$ cat config.mk
export PLATFORM = sky130hd
export DESIGN_NAME = predecode_bundle
export DESIGN_NICKNAME = d
export VERILOG_FILES = /design/src/rtl/predecode_bundle.sv
export SDC_FILE = /design/constraint.sdc
export NUM_CORES = 1
export LEC_CHECK = 0
export BUFFER_PORTS_ARGS = -buffer_cell sky130_fd_sc_hd__buf_2
export CAP_MARGIN = 40
export CORE_UTILIZATION = 50
export DETAILED_ROUTE_END_ITERATION = 10
export GPL_TIMING_DRIVEN = 0
export PLACE_DENSITY_LB_ADDON = 0.2
export SLEW_MARGIN = 25
export SYNTH_ARGS = -nofsm -noshare
export SYNTH_HDL_FRONTEND = slang
export SYNTH_SLANG_ARGS = --single-unit
$ cat constraint.sdc
create_clock -name clk -period 15.12 [get_ports clk]
set_clock_uncertainty 0.2 [all_clocks]
set_input_delay 2.268 -clock clk [delete_from_list [all_inputs] [get_ports clk]]
set_output_delay 2.268 -clock clk [all_outputs]
set_load 0.01 [all_outputs]
$ cat src/rtl/predecode_bundle.sv
// rtl/predecode_bundle.sv - fetch-bundle control-flow predecoder with 2-entry output FIFO; optional PREDECODE_PERF_EN counters
module predecode_bundle #(
  parameter int N_LANES = 4,
  parameter int PD_W    = 4,
  localparam int IDX_W  = (N_LANES > 1) ? $clog2(N_LANES) : 1
) (
  input  logic                    clk,
  input  logic                    reset,
  input  logic                    flush,
  input  logic                    in_valid,
  output logic                    in_ready,
  input  logic [63:0]             in_pc,
  input  logic [32*N_LANES-1:0]   in_insns,
  input  logic [N_LANES-1:0]      in_lane_mask,
  output logic                    out_valid,
  input  logic                    out_ready,
  output logic [63:0]             out_pc,
  output logic [32*N_LANES-1:0]   out_insns,
  output logic [PD_W*N_LANES-1:0] out_pd,
  output logic [N_LANES-1:0]      out_cflow_mask,
  output logic                    out_has_cflow,
  output logic [IDX_W-1:0]        out_first_idx,
  output logic [63:0]             out_first_target
`ifdef PREDECODE_PERF_EN
  ,
  output logic [63:0]             perf_bundles,
  output logic [63:0]             perf_cflows
`endif
);

  localparam logic [2:0] PD_NONE = 3'd0;
  localparam logic [2:0] PD_BR   = 3'd1;
  localparam logic [2:0] PD_RET  = 3'd2;
  localparam logic [2:0] PD_J    = 3'd3;
  localparam logic [2:0] PD_JR   = 3'd4;
  localparam logic [2:0] PD_JAL  = 3'd5;
  localparam logic [2:0] PD_CALL = 3'd6;
  localparam logic [2:0] PD_CORO = 3'd7;

  // x1 (ra) and x5 (t0) are the RISC-V link registers for return-address prediction hints.
  function automatic logic is_link(input logic [4:0] r);
    return (r == 5'd1) || (r == 5'd5);
  endfunction

  function automatic logic [2:0] classify(input logic [6:0] opcode, input logic [4:0] rd,
                                          input logic [4:0] rs1);
    logic [2:0] c;
    c = PD_NONE;
    case (opcode)
      7'h63: c = PD_BR;
      7'h6F: c = is_link(rd) ? PD_JAL : PD_J;
      7'h67: begin
        if (rd == 5'd0)                   c = is_link(rs1) ? PD_RET : PD_JR;
        else if (is_link(rd) && is_link(rs1)) c = (rd == rs1) ? PD_CALL : PD_CORO;
        else if (is_link(rd))             c = PD_CALL;
        else                              c = PD_JR;
      end
      default: c = PD_NONE;
    endcase
    return c;
  endfunction

  logic [2:0]              lane_code [N_LANES];
  logic [PD_W*N_LANES-1:0] dec_pd;
  logic [N_LANES-1:0]      dec_cmask;
  logic [IDX_W-1:0]        dec_idx;
  logic [2:0]              sel_code;
  logic [24:0]             sel_hi;
  logic [63:0]             lane_pc;
  logic [63:0]             b_imm;
  logic [63:0]             j_imm;
  logic [63:0]             dec_target;

  // Per-lane classification; masked-off lanes are forced to "none".
  always_comb begin
    dec_pd    = '0;
    dec_cmask = '0;
    for (int i = 0; i < N_LANES; i++) begin
      lane_code[i] = PD_NONE;
      if (in_lane_mask[i])
        lane_code[i] = classify(in_insns[32*i +: 7], in_insns[32*i+7 +: 5], in_insns[32*i+15 +: 5]);
      dec_pd[PD_W*i +: PD_W] = PD_W'(lane_code[i]);
      dec_cmask[i]           = (lane_code[i] != PD_NONE);
    end
  end

  // Lowest control-flow lane; scanning downward lets the lowest hit win. Zero when none.
  always_comb begin
    dec_idx = '0;
    for (int i = N_LANES - 1; i >= 0; i--) begin
      if (dec_cmask[i]) dec_idx = IDX_W'(i);
    end
  end

  // Static target of the first control-flow lane. sel_hi holds insn bits [31:7] of that lane.
  always_comb begin
    sel_code = lane_code[dec_idx];
    sel_hi   = in_insns[32*dec_idx + 7 +: 25];
    lane_pc  = in_pc + {{(62-IDX_W){1'b0}}, dec_idx, 2'b00};
    b_imm    = {{51{sel_hi[24]}}, sel_hi[24], sel_hi[0], sel_hi[23:18], sel_hi[4:1], 1'b0};
    j_imm    = {{43{sel_hi[24]}}, sel_hi[24], sel_hi[12:5], sel_hi[13], sel_hi[23:14], 1'b0};
    if (sel_code == PD_BR)                         dec_target = lane_pc + b_imm;
    else if (sel_code == PD_J || sel_code == PD_JAL) dec_target = lane_pc + j_imm;
    else                                           dec_target = '0;
  end

  logic [1:0] count;
  logic       wr_ptr;
  logic       rd_ptr;
  logic       push;
  logic       pop;

  logic [63:0]             st_pc     [2];
  logic [32*N_LANES-1:0]   st_insns  [2];
  logic [PD_W*N_LANES-1:0] st_pd     [2];
  logic [N_LANES-1:0]      st_cmask  [2];
  logic [IDX_W-1:0]        st_idx    [2];
  logic [63:0]             st_target [2];

  assign in_ready  = ~count[1];
  assign out_valid = (count != 2'd0);
  assign push      = in_valid & in_ready & ~flush;
  assign pop       = out_valid & out_ready & ~flush;

  // Payload slots are written only on accept and need no reset.
  always_ff @(posedge clk) begin
    if (push) begin
      st_pc[wr_ptr]     <= in_pc;
      st_insns[wr_ptr]  <= in_insns;
      st_pd[wr_ptr]     <= dec_pd;
      st_cmask[wr_ptr]  <= dec_cmask;
      st_idx[wr_ptr]    <= dec_idx;
      st_target[wr_ptr] <= dec_target;
    end
  end

  // Occupancy and pointers; flush wins over any same-cycle accept or pop.
  always_ff @(posedge clk or posedge reset) begin
    if (reset) begin
      count  <= 2'd0;
      wr_ptr <= 1'b0;
      rd_ptr <= 1'b0;
    end else if (flush) begin
      count  <= 2'd0;
      wr_ptr <= 1'b0;
      rd_ptr <= 1'b0;
    end else begin
      if (push) wr_ptr <= ~wr_ptr;
      if (pop)  rd_ptr <= ~rd_ptr;
      count <= count + {1'b0, push} - {1'b0, pop};
    end
  end

  // Head entry drives the outputs; everything reads as zero while empty.
  always_comb begin
    out_pc           = '0;
    out_insns        = '0;
    out_pd           = '0;
    out_cflow_mask   = '0;
    out_has_cflow    = 1'b0;
    out_first_idx    = '0;
    out_first_target = '0;
    if (out_valid) begin
      out_pc           = st_pc[rd_ptr];
      out_insns        = st_insns[rd_ptr];
      out_pd           = st_pd[rd_ptr];
      out_cflow_mask   = st_cmask[rd_ptr];
      out_has_cflow    = |st_cmask[rd_ptr];
      out_first_idx    = st_idx[rd_ptr];
      out_first_target = st_target[rd_ptr];
    end
  end

`ifdef PREDECODE_PERF_EN
  // Pop-driven statistics; only reset clears them, flush leaves them alone.
  always_ff @(posedge clk or posedge reset) begin
    if (reset) begin
      perf_bundles <= '0;
      perf_cflows  <= '0;
    end else if (pop) begin
      perf_bundles <= perf_bundles + 64'd1;
      perf_cflows  <= perf_cflows + 64'($countones(out_cflow_mask));
    end
  end
`endif

endmodule

==> flow_metrics.py <==
metrics = {
    "synthesis": {
        "ys_types": 88,
        "synth_flop_cell": "edfxtp_1",
        "synth_area_leaders": "edfxtp_1 (55%), mux2i_1 (9.4%), nor2_1 (5.0%)",
        "synth_top_area_share_pct": 55.1,
        "yosys_warnings": 0,
        "synth_cells": 2647,
        "synth-seq-cells": 552,
        "syn_area_um2": 29900,
        "syn_avg_cell_area_um2": 11.3,
        "async_flop_share_pct": 0.725,
        "synth_common_cells": "edfxtp_1 (548), nor2_1 (401), mux2i_1 (282)",
        "yosysSeqAreaShare_pct": 55.4,
        "synth_area_leader_cell": "edfxtp_1",
        "synth_edf_count": 548,
        "yosysMostFrequentCell": "edfxtp_1",
    },
    "clock_tree": {
        "tritoncts": "yes",
        "clkLatencyLatePin_ps": 630,
        "cts_resized": 0,
        "clockRootBuffer": "clkbuf_16",
        "clk_path_buf_depth": 3,
        "postCtsHoldBufs": 0,
        "cts_sinks": 552,
        "post-cts-setup-buffers": 0,
        "cts.clk_slew.worst_paths_ps": 60,
        "htree_levels": 2,
        "numCtsBuffers": 55,
    },
    "floorplan": {
        "io_pins": 482,
        "die_w_um": 246,
        "row_count": 89,
        "initial_core_util_pct": 50.6,
        "die-area_um2": 60800,
        "die_h_um": 246,
        "core-area_um2": 59000,
    },
    "worst_setup_path": {
        "path_delay_family": "simple AND/OR/NAND/NOR gates",
        "crit_fanout": 12,
        "slowest_delay_ps": 690,
        "cp_slowest_cell": "nor4_1",
        "end_kind": "flip-flop",
        "cp_common_cell": "nand2_1",
        "cp.required_ps": 15270,
        "critPathKind": "primary input to flip-flop",
        "crit_path_start": "in_insns[100]",
        "r2r_start": "count[1]",
        "startpoint_type": "primary input",
        "crit_buf_inv": 6,
        "worstPathArrival_ps": 10930,
    },
    "timing": {
        "tightest_slew_ps": 894,
        "hold_viol_final": 0,
        "final-setup-viol-count": 0,
        "hold_slack_ps": 438,
        "min_period_ps": 10780,
        "post-route-period-util_pct": 71.3,
        "maxSlewHeadroom_pct": 39.8,
        "clock.fmax_mhz": 92.8,
        "rsz0062_at_grt": "false",
        "drv_slew": 0,
    },
    "drt": {
        "wl_met2_um": 51300,
        "top_layer": "met4",
        "drc": 0,
        "via_per_inst": 6.08,
        "drtPass1Iterations": 6,
        "first_iter_violations": 2382,
        "routed_wl_um": 106000,
        "routedWlPerCell_um": 26.0,
        "routed-wl-met3_um": 9030,
        "antenna_left": 0,
        "vias": 24745,
        "m1WireLength_um": 41800,
    },
    "final_layout": {
        "seq_area_um2": 16600,
        "multi_input_area_um2": 12600,
        "fillers": 4791,
        "drive_above_1_share_pct": 20.9,
        "utilization_pct": 61.4,
        "final_nets": 3527,
        "stdcell_count": 4070,
        "syn_to_final_growth_pct": 21.2,
    },
    "placement": {
        "place_inst": 3950,
        "place_congestion": 0.980,
        "hpwl_um": 83700,
        "io_buffers": 477,
    },
    "hold_path": {
        "min-delay-path-class": "flip-flop to flip-flop",
        "hold_start": "count[0]",
    },
    "pwr": {
        "power_w": 0.00457,
        "irDropWorstVdd_v": 0.000162,
        "p_leak_nw": 13.7,
        "powerDensity_nw_per_um2": 126,
    },
    "status": {
        "status": "complete, no violations",
    },
    "global_route": {
        "grt_overflow": 0,
        "grt_pass1_vias": 23295,
        "grt_usage_pct": 33.8,
        "grt_max_degree": 26,
        "grt_pass1_wl_um": 150000,
        "antenna_found_initial": 12,
    },
    "run": {
        "cap_violations": 0,
    },
}
[sequential cells by signal, summed over array words and instances, names as in the netlist]
| signal | cells |
|---|---|
| st_idx | 4 |
| st_insns | 256 |
| st_pd | 24 |
| rd_ptr | 1 |
| count | 2 |
| st_pc | 128 |
| wr_ptr | 1 |
| st_target | 128 |
| st_cmask | 8 |
[cells by family after synthesis]
family,Yosys count,synth area share [%]
flip-flops,552,55.4
AO/OA/AOI/OAI,648,13.9
buffers and inverters,195,2.62
adder cells (fa/ha/maj),82,3.51
AND/OR/NAND/NOR,782,11.9
XOR/XNOR,103,3.04
multiplexers,284,9.52
other,1,0.0125
[per-layer routing]
metal | global-route usage [%] | vias to the layer above
met2 | 57.4 | 1200
met4 | 12.4 | 0
met1 | 43.3 | 12150
met3 | 5.81 | 185
met5 | 0 | -
li1 | - | 11210
[layout make-up]
type / count / share of cell area [%]
clock inverters: 33 / 1.24
flip-flops and latches: 552 / 45.7
well taps: 773 / 2.67
clock buffers: 64 / 3.89
inverters: 49 / 0.508
plain buffers: 146 / 1.67
repair buffers: 537 / 9.40
multi-input cells: 1903 / 34.8
diodes: 13 / 0.0898
[layout by cell type (no fill, tap or decap), types with 49 or more instances in the layout]
master / count
o21ai_0: 110
xnor2_1: 64
clkbuf_1: 106
ha_1: 79
clkbuf_16: 55
nor2_1: 399
nand2_1: 144
edfxtp_1: 548
a21oi_1: 178
buf_2: 501
a21o_1: 50
inv_1: 49
mux2i_1: 282
[through the flow]
stage | worst slack (ps) | TNS [ps] | instance area (µm²)
finish | 4340 | 0 | 36200
global route | 3890 | 0 | 36200
CTS | 4330 | 0 | 36100
detailed placement | 3710 | 0 | 34200
global placement | -6500 | -3525140 | 33300
floorplan | 97.4 | 0 | 29900
[power breakdown]
part	total, W	switching [W]	internal, W
Combinational	0.00132	0.000860	0.000465
Clock	0.00143	0.000591	0.000837
Sequential	0.00182	0.0000233	0.00180
[final timing paths]
kind	to	slack (ps)	cells past startpoint
max	st_target[1][58]	4340	27
min	count[0]	440	2
max reg2reg	st_pc[1][18]	12260	8
min reg2reg	count[0]	440	2
max in group asynchronous	wr_ptr	13250	2
min in group asynchronous	rd_ptr	1310	2
[worst reg2reg max path, cell delays in order (launching register included)]
cell and delay [ps]:
dfrtp_1 400, nor2b_1 190, nand2b_1 190, nor2_4 510
buf_16 250, buf_16 190, buf_12 220, buf_16 190
buf_12 200
Note: power is estimated with default switching activity, not from simulation.
